===== src/rtl/dmem_arbiter.sv =====
// Two-port round-robin arbiter in front of a single-ported DataMemory.
// Each access runs IDLE -> BUSY (memory strobe) -> DONE (ack), one request at a time.
module dmem_arbiter #(
    parameter int WIDTH  = 32,
    parameter int ADDR_W = 5
) (
    input  logic              clk,
    input  logic              rst,

    input  logic              a_req,
    input  logic              a_we,
    input  logic [ADDR_W-1:0] a_addr,
    input  logic [WIDTH-1:0]  a_wdata,
    input  logic [2:0]        a_funct3,
    output logic              a_ack,
    output logic              a_err,
    output logic [WIDTH-1:0]  a_rdata,

    input  logic              b_req,
    input  logic              b_we,
    input  logic [ADDR_W-1:0] b_addr,
    input  logic [WIDTH-1:0]  b_wdata,
    input  logic [2:0]        b_funct3,
    output logic              b_ack,
    output logic              b_err,
    output logic [WIDTH-1:0]  b_rdata,

    output logic [ADDR_W-1:0] mem_adder,
    output logic              mem_MemRead,
    output logic              mem_MemWrite,
    output logic [WIDTH-1:0]  mem_data_in,
    output logic [2:0]        mem_function3,
    input  logic [WIDTH-1:0]  mem_data_out
);

    typedef enum logic [1:0] {
        IDLE = 2'd0,
        BUSY = 2'd1,
        DONE = 2'd2
    } state_t;

    state_t             state;
    logic               last_grant;
    logic               grant;
    logic               lat_we;
    logic [ADDR_W-1:0]  lat_addr;
    logic [WIDTH-1:0]   lat_wdata;
    logic [2:0]         lat_funct3;
    logic               legal;
    logic               pick_b;
    logic               in_busy;

    // Grant/last_grant encoding: 0 = port A, 1 = port B.
    always_comb begin
        pick_b = 1'b0;
        if (a_req && b_req) begin
            pick_b = ~last_grant;
        end else if (b_req) begin
            pick_b = 1'b1;
        end
    end

    always_comb begin
        legal = 1'b0;
        if (lat_we) begin
            legal = (lat_funct3 == 3'b000) || (lat_funct3 == 3'b001) ||
                    (lat_funct3 == 3'b010);
        end else begin
            legal = (lat_funct3 == 3'b000) || (lat_funct3 == 3'b001) ||
                    (lat_funct3 == 3'b010) || (lat_funct3 == 3'b100) ||
                    (lat_funct3 == 3'b101);
        end
    end

    // Strobes are gated by rst so a reset landing in BUSY cannot commit a store.
    assign in_busy       = (state == BUSY) && !rst;
    assign mem_MemWrite  = in_busy && lat_we && legal;
    assign mem_MemRead   = in_busy && !lat_we && legal;
    assign mem_adder     = lat_addr;
    assign mem_data_in   = lat_wdata;
    assign mem_function3 = lat_funct3;

    always_ff @(posedge clk) begin
        if (rst) begin
            state      <= IDLE;
            last_grant <= 1'b1;
            grant      <= 1'b0;
            lat_we     <= 1'b0;
            lat_addr   <= '0;
            lat_wdata  <= '0;
            lat_funct3 <= 3'b000;
            a_ack      <= 1'b0;
            b_ack      <= 1'b0;
            a_err      <= 1'b0;
            b_err      <= 1'b0;
            a_rdata    <= '0;
            b_rdata    <= '0;
        end else begin
            a_ack <= 1'b0;
            b_ack <= 1'b0;
            a_err <= 1'b0;
            b_err <= 1'b0;
            case (state)
                IDLE: begin
                    if (a_req || b_req) begin
                        grant      <= pick_b;
                        last_grant <= pick_b;
                        lat_we     <= pick_b ? b_we     : a_we;
                        lat_addr   <= pick_b ? b_addr   : a_addr;
                        lat_wdata  <= pick_b ? b_wdata  : a_wdata;
                        lat_funct3 <= pick_b ? b_funct3 : a_funct3;
                        state      <= BUSY;
                    end
                end
                BUSY: begin
                    if (grant) begin
                        b_ack <= 1'b1;
                        b_err <= ~legal;
                        if (legal && !lat_we) begin
                            b_rdata <= mem_data_out;
                        end
                    end else begin
                        a_ack <= 1'b1;
                        a_err <= ~legal;
                        if (legal && !lat_we) begin
                            a_rdata <= mem_data_out;
                        end
                    end
                    state <= DONE;
                end
                DONE: begin
                    state <= IDLE;
                end
                default: begin
                    state <= IDLE;
                end
            endcase
        end
    end

endmodule

===== config.mk =====
export PLATFORM = sky130hd
export DESIGN_NAME = dmem_arbiter
export DESIGN_NICKNAME = d
export VERILOG_FILES = /design/src/rtl/dmem_arbiter.sv
export SDC_FILE = /design/constraint.sdc
export NUM_CORES = 1
export LEC_CHECK = 0
export ABC_AREA = 1
export CORE_ASPECT_RATIO = 1.2
export CORE_MARGIN = 2
export CORE_UTILIZATION = 39
export DETAILED_ROUTE_END_ITERATION = 8
export PLACE_DENSITY = 0.85
export SYNTH_ARGS = -nofsm -noshare
export SYNTH_HDL_FRONTEND = slang
export SYNTH_SLANG_ARGS = --single-unit

===== constraint.sdc =====
create_clock -name clk -period 1.2 [get_ports clk]
set_clock_uncertainty 0.1 [all_clocks]
set_input_delay 0.24 -clock clk [delete_from_list [all_inputs] [get_ports clk]]
set_output_delay 0.24 -clock clk [all_outputs]
set_load 0.005 [all_outputs]

==> results.sh, run 1 <==
export IMPL_synthMostInstantiatedCell="sky130_fd_sc_hd__nand2_1"
export IMPL_netlist_top_cells_area="sky130_fd_sc_hd__dfxtp_1 (42%), sky130_fd_sc_hd__nand2_1 (12%), sky130_fd_sc_hd__inv_1 (11%)"
export IMPL_synthCells=826
export IMPL_rsz0062_at_grt="yes"
export IMPL_floorplan_die_width_um=111.1
export IMPL_worstHoldPathType="input port to register"
export IMPL_placement_rows=47
export IMPL_remaining_antenna_violation_count=0
export IMPL_nets=1183
export IMPL_grt_start_max_net_pins=59
export IMPL_synthArstFlopShare=0
export IMPL_layout_setup_ws_ns=-0.4930
export IMPL_place_hpwl_um=10780
export IMPL_setup_viol=114
export IMPL_cts_sink_count=113
export IMPL_hold_buffers=0
export IMPL_min_period_ns=1.693
export IMPL_groute_usage_overall=0.2114
export IMPL_synth_warning_count=0
export IMPL_yosysSeqAreaShare=0.4211
export IMPL_synth_enable_flop_cells=0
export IMPL_wire_per_inst_um=14.94
export IMPL_postSynthAreaPerCell_um2=6.504
export IMPL_die_height_um=132.6
export IMPL_design_portCount=228
export IMPL_first_pass_iters=5
export IMPL_detail_route_wirelength_um=18640
export IMPL_number_of_cells_after_detailed_placement=1192
export IMPL_antennaDiodeCount=0
export IMPL_area_growth_synth_to_final_pct=68.26
export IMPL_outcome="finished with violations"
export IMPL_worst_setup_hold_path_clk_slew_ns=0.06
export IMPL_buffer_ports_inserted=227
export IMPL_max_vdd_ir_drop_mv=0.9225
export IMPL_number_of_different_library_cells_in_the_post_synthesis_netlist=22
export IMPL_cts_root_buf="sky130_fd_sc_hd__clkbuf_16"
export IMPL_first_global_vias=5351
export IMPL_crit_path_start_kind="register"
export IMPL_postSynthRegisterBits=113
export IMPL_multi_input_area_mm2=0.002567
export IMPL_finalHoldViolCount=0
export IMPL_grt_antenna_before_repair=0
export IMPL_first_pass_grt_wire_length_um=25650
export IMPL_cp_data_arrival_time_ns=1.35
export IMPL_drv_cap=0
export IMPL_p_leak_uw=0.004368
export IMPL_layout_cell_share_with_drive_strength_beyond_1=0.3510
export IMPL_netlist_top_cell_by_area="sky130_fd_sc_hd__dfxtp_1"
export IMPL_slew_headroom=0.7038
export IMPL_layout_worst_path_cycle_share=1.411
export IMPL_core_area_mm2=0.01364
export IMPL_final_layout_worst_hold_slack_ns=0.3470
export IMPL_fp_dieArea_mm2=0.01474
export IMPL_path_class="register to primary output"
export IMPL_initial_utilization=0.3938
export IMPL_drc=0
export IMPL_ys_dominant_reg_cell="sky130_fd_sc_hd__dfxtp_1"
export IMPL_clock_tree_from_tritoncts="done"
export IMPL_gp_congestion=0.7935
export IMPL_power_density_mw_per_mm2=1350
export IMPL_clk_insertion_delay_late_ns=0.40
export IMPL_synth_top_area_share=0.4211
export IMPL_detailed_route_via_count=6012
export IMPL_cts_buffers_inserted=17
export IMPL_grt_overflow=0
export IMPL_max_freq_mhz=590.7
export IMPL_post_route_util=0.6626
export IMPL_ctsLongestPathBuffers=2
export IMPL_fillCellCount=1122
export IMPL_syn_num_nets=944
export IMPL_worst_setup_path_end_kind="primary output"
export IMPL_viasPerCell=4.817
export IMPL_slew_violations=0
export IMPL_stdcell_count=1248
export IMPL_synthTopCellsByCount="sky130_fd_sc_hd__nand2_1 (177), sky130_fd_sc_hd__inv_1 (163), sky130_fd_sc_hd__dfxtp_1 (113)"
export IMPL_violations_in_the_final_reports="setup timing"
export IMPL_cts_htree_levels=4
export IMPL_area_used_by_sequential_logic_in_the_layout_mm2=0.002394
export IMPL_max_slew_worst_pin_slew_ns=0.4443
export IMPL_required_ns=0.86
export IMPL_maximum_fanout_encountered_on_the_critical_timing_path=4
export IMPL_initialDrtViolationCount=333
export IMPL_syn_cell_area_mm2=0.005373
area by class of cell:
cell class | instances | area share
timing repair buffer | 280 | 0.2945
multi-input combinational | 487 | 0.2840
sequential | 113 | 0.2648
inverter | 166 | 0.06990
clock buffer | 20 | 0.05052
tap | 171 | 0.02367
clock inverter | 11 | 0.01260
worst max-delay path, stage by stage (launching register included):
cell	delay, ns
sky130_fd_sc_hd__dfxtp_2	0.33
sky130_fd_sc_hd__o21ai_4	0.19
sky130_fd_sc_hd__and2_4	0.17
sky130_fd_sc_hd__and3_1	0.14
sky130_fd_sc_hd__buf_2	0.12
what timing repair did:
| action | CTS | global route |
|---|---|---|
| resized for setup | 167 | 387 |
| setup buffers | 2 | 10 |
| pin swaps | 4 | 59 |
| endpoints found under the setup margin | 218 | 214 |
| gates cloned | 0 | 15 |
final timing paths:
| path | cells past startpoint | slack [ns] | start | to |
|---|---|---|---|---|
| setup / recovery | 4 | -0.49 | mem_function3[2] | mem_MemWrite |
| setup reg to reg | 8 | -0.38 | mem_function3[2] | b_rdata[20] |
| hold reg to reg | 2 | 0.39 | mem_data_in[6] | mem_data_in[6] |
| hold / removal | 3 | 0.35 | a_wdata[5] | mem_data_in[5] |
power breakdown:
part / total (uW) / switching (uW) / internal, uW
Clock: 4890 / 1750 / 3130
Combinational: 2990 / 1480 / 1510
Sequential: 4330 / 202 / 4130
sequential cells by signal, indices dropped and copies added (netlist names):
signal / cells
grant: 1
mem_data_in: 32
b_err: 1
lat_we: 1
a_err: 1
b_rdata: 32
last_grant: 1
a_rdata: 32
state: 2
b_ack: 1
a_ack: 1
mem_adder: 5
mem_function3: 3
layer usage:
layer | part of all wire | global-route usage | vias to the layer above
met5 | 0 | 0 | -
met4 | 0.026 | 0.06927 | 0
met3 | 0.076 | 0.06596 | 36
met2 | 0.51 | 0.3715 | 256
met1 | 0.38 | 0.2454 | 2701
li1 | - | - | 3019
cell families after synthesis:
family / share of synthesized area
AOI/OAI and AO/OA: 0.07895
buffers and inverters: 0.1733
DFF: 0.4211
and+or+nand+nor: 0.3267
per-stage QoR:
| step | power [uW] | setup TNS [ns] | setup slack (ns) | instance area (um2) |
|---|---|---|---|---|
| final | 12210 | -33.75 | -0.4930 | 9040 |
| after global routing | 12760 | -44.06 | -0.5777 | 9040 |
| after CTS | 11660 | -63.71 | -0.5043 | 8364 |
| after detailed placement | 6811 | -57.95 | -0.7556 | 7880 |
| after global placement | 6770 | -58.39 | -0.7867 | 7880 |
| after floorplan | 5520 | -0.9256 | -0.07557 | 5415 |
placed cells by master (no fill, tap or decap):
cell type,netlist,layout
sky130_fd_sc_hd__and2_4,0,1
sky130_fd_sc_hd__dfxtp_2,0,105
sky130_fd_sc_hd__buf_6,4,44
sky130_fd_sc_hd__buf_4,6,20
sky130_fd_sc_hd__nand3_4,0,1
sky130_fd_sc_hd__buf_12,0,10
sky130_fd_sc_hd__clkinvlp_4,0,2
sky130_fd_sc_hd__dfxtp_1,113,8
sky130_fd_sc_hd__nand3_1,46,44
sky130_fd_sc_hd__nand2_2,0,7
sky130_fd_sc_hd__clkinv_2,0,7
sky130_fd_sc_hd__clkdlybuf4s50_1,0,117
sky130_fd_sc_hd__inv_2,2,2
sky130_fd_sc_hd__bufinv_16,0,2
sky130_fd_sc_hd__nor3_1,2,2
sky130_fd_sc_hd__nor2_1,109,109
sky130_fd_sc_hd__a21oi_1,42,8
sky130_fd_sc_hd__o21ai_0,39,20
sky130_fd_sc_hd__clkbuf_8,0,2
sky130_fd_sc_hd__inv_1,163,162
sky130_fd_sc_hd__clkbuf_1,25,1
sky130_fd_sc_hd__inv_8,0,1
sky130_fd_sc_hd__nand3_2,0,1
sky130_fd_sc_hd__clkinv_4,0,1
sky130_fd_sc_hd__nand2_1,177,142
sky130_fd_sc_hd__buf_8,0,2
sky130_fd_sc_hd__o21ai_1,2,21
sky130_fd_sc_hd__clkbuf_2,0,56
sky130_fd_sc_hd__nand4_1,64,64
sky130_fd_sc_hd__nand2_4,0,28
sky130_fd_sc_hd__buf_2,24,22
sky130_fd_sc_hd__clkbuf_16,0,26
sky130_fd_sc_hd__nor2_4,2,3
sky130_fd_sc_hd__and3_1,1,1
sky130_fd_sc_hd__o21ai_4,0,1
sky130_fd_sc_hd__a21oi_2,0,34
No activity file was read; power rests on OpenSTA's default activity.
==> run 2: changes to the inputs <==
- CORE_MARGIN: 2 -> not set
==> run 2 against run 1 <==
Effect of this change: the run still ends with setup timing left; clock-buffer cell count stayed put; setup slack worse by 0.0093 ns; non-clock buffer count is 56 higher; fmax is 0.55% lower; combinational power is 41% higher; cell count is 4.3% higher; cell area is 18% higher; first-iteration DRC count is 86% higher; critical path depth stayed put; flip-flop and latch count stayed put; via count is 19% higher; global-route usage is 9.3 points higher; critical path type unchanged.
==> results.sh, run 2 (synthesis results as in run 1) <==
export IMPL_worst_setup_hold_path_clk_slew_ns=0.06
export IMPL_wire_per_inst_um=20.16
export IMPL_cts_sink_count=113
export IMPL_area_growth_synth_to_final_pct=98.56
export IMPL_drc=0
export IMPL_min_period_ns=1.702
export IMPL_drv_cap=0
export IMPL_violations_in_the_final_reports="setup timing"
export IMPL_worstHoldPathType="input port to register"
export IMPL_layout_commonest_cell="sky130_fd_sc_hd__inv_1"
export IMPL_rsz0062_at_grt="yes"
export IMPL_path_delay_family="flip-flops"
export IMPL_cts_htree_levels=4
export IMPL_grt_start_max_net_pins=60
export IMPL_layout_cell_share_with_drive_strength_beyond_1=0.5150
export IMPL_first_global_vias=6426
export IMPL_cts_buffers_inserted=17
export IMPL_initialDrtViolationCount=621
export IMPL_most_common_layout_cells="sky130_fd_sc_hd__inv_1 (135), sky130_fd_sc_hd__clkdlybuf4s50_1 (115), sky130_fd_sc_hd__dfxtp_2 (109), sky130_fd_sc_hd__nor2_1 (88), sky130_fd_sc_hd__buf_6 (83)"
export IMPL_die_height_um=130.6
export IMPL_clock_tree_from_tritoncts="done"
export IMPL_max_vdd_ir_drop_mv=0.8189
export IMPL_layout_setup_ws_ns=-0.5023
export IMPL_outcome="finished with violations"
export IMPL_first_pass_iters=5
export IMPL_power_density_mw_per_mm2=1352
export IMPL_max_freq_mhz=587.4
export IMPL_grt_overflow=0
export IMPL_design_portCount=228
export IMPL_path_cells="o21ai_4 -> and2_4 -> and3_4 -> buf_6"
export IMPL_finalHoldViolCount=0
export IMPL_max_slew_worst_pin_slew_ns=0.6556
export IMPL_required_ns=0.86
export IMPL_cp_data_arrival_time_ns=1.36
export IMPL_post_route_util=0.7989
export IMPL_remaining_antenna_violation_count=0
export IMPL_antennaDiodeCount=0
export IMPL_timing_critical_path_slowest_cell_delay_ns=0.34
export IMPL_core_area_mm2=0.01335
export IMPL_critical_path_slowest_cell="sky130_fd_sc_hd__dfxtp_2"
export IMPL_fp_dieArea_mm2=0.01425
export IMPL_maximum_fanout_encountered_on_the_critical_timing_path=3
export IMPL_worst_setup_path_end_kind="primary output"
export IMPL_slew_violations=0
export IMPL_gp_congestion=0.8253
export IMPL_fillCellCount=758
export IMPL_layout_worst_path_cycle_share=1.419
export IMPL_nets=1239
export IMPL_crit_buf_inv=1
export IMPL_buffer_ports_inserted=227
export IMPL_ctsLongestPathBuffers=2
export IMPL_p_leak_uw=0.004954
export IMPL_cts_root_buf="sky130_fd_sc_hd__clkbuf_16"
export IMPL_detail_route_wirelength_um=26250
export IMPL_clk_insertion_delay_late_ns=0.41
export IMPL_groute_usage_overall=0.3040
export IMPL_initial_utilization=0.4024
export IMPL_hold_buffers=0
export IMPL_grt_antenna_before_repair=0
export IMPL_path_class="register to primary output"
export IMPL_crit_path_start_kind="register"
export IMPL_first_pass_grt_wire_length_um=32490
export IMPL_floorplan_die_width_um=109.1
export IMPL_place_hpwl_um=11150
export IMPL_placement_rows=46
export IMPL_setup_viol=132
export IMPL_detailed_route_via_count=7137
export IMPL_slew_headroom=0.5630
export IMPL_viasPerCell=5.482
export IMPL_timing_setup_tns_ns=-36.76
[run 2: changes by cell type in the layout (fill, tap and decap cells not counted), moves of 26 or more]
| cell | before | now |
|---|---|---|
| sky130_fd_sc_hd__nand2_1 | 142 | 76 |
| sky130_fd_sc_hd__clkbuf_2 | 56 | 0 |
| sky130_fd_sc_hd__nand2_2 | 7 | 47 |
| sky130_fd_sc_hd__buf_6 | 44 | 83 |
| sky130_fd_sc_hd__inv_1 | 162 | 135 |
| sky130_fd_sc_hd__inv_2 | 2 | 29 |
| sky130_fd_sc_hd__buf_2 | 22 | 48 |
| sky130_fd_sc_hd__nand2_4 | 28 | 54 |
[run 2: timing repair]
action	4_1_cts	5_1_grt
endpoints found under the setup margin	218	216
resized for setup	707	283
pin swaps	62	118
endpoints found under the hold margin	0	0
cloned	22	8
setup buffers	31	29
[run 2: path summary, 6_finish.rpt]
kind / from / endpoint / slack, ns / cells after the start
max: mem_function3[0] / mem_MemWrite / -0.50 / 4
min: rst / state[0] / 0.26 / 3
max reg2reg: mem_function3[0] / a_rdata[2] / -0.45 / 10
min reg2reg: last_grant / last_grant / 0.39 / 2
[run 2: per-stage QoR]
stage,instances,hold slack (ns),total power [uW],cell area (um2),setup WS [ns]
6_report,1302,0.2637,14420,10670,-0.5023
2_1_floorplan,826,0.2091,5520,5415,-0.07557
3_5_place_dp,1200,0.3667,6887,7971,-0.8118
4_1_cts,1284,0.2343,13400,9590,-0.4906
5_1_grt,1302,0.2659,14830,10670,-0.5435
3_3_place_gp,1200,0.3603,6834,7971,-0.8216
[run 2: layout make-up]
class,instances,area (um2),share of cell area
Timing Repair Buffer,336,3701,0.3469
Multi-Input combinational cell,487,3050,0.2860
Sequential cell,113,2402,0.2252
Inverter,166,631.9,0.05923
Clock buffer,20,466.7,0.04375
Tap cell,168,210.2,0.01970
Clock inverter,12,205.2,0.01924
[run 2: worst register-to-register path, cell delays in order, from the launching register on]
cell and delay, ns:
sky130_fd_sc_hd__dfxtp_2 0.34, sky130_fd_sc_hd__o21ai_4 0.18, sky130_fd_sc_hd__buf_6 0.13, sky130_fd_sc_hd__buf_6 0.10
sky130_fd_sc_hd__buf_12 0.11, sky130_fd_sc_hd__nand3_4 0.12, sky130_fd_sc_hd__buf_6 0.16, sky130_fd_sc_hd__buf_12 0.14
sky130_fd_sc_hd__nand2_2 0.07, sky130_fd_sc_hd__inv_1 0.04, sky130_fd_sc_hd__nor2_1 0.11
[run 2: metal layers]
metal / GRT usage / up-vias / wire length [um]
met5: 0 / - / 0
met4: 0.1948 / 0 / 1487
met3: 0.07738 / 135 / 2441
met2: 0.5409 / 505 / 13650
met1: 0.3160 / 3341 / 8665
li1: - / 3156 / -
[run 2: report_power, final]
part,switching (uW),internal (uW),leakage [uW]
Sequential,243,4130,0.000970
Clock,1980,3860,0.000311
Combinational,2030,2180,0.00367
Total,4250,10200,0.00495
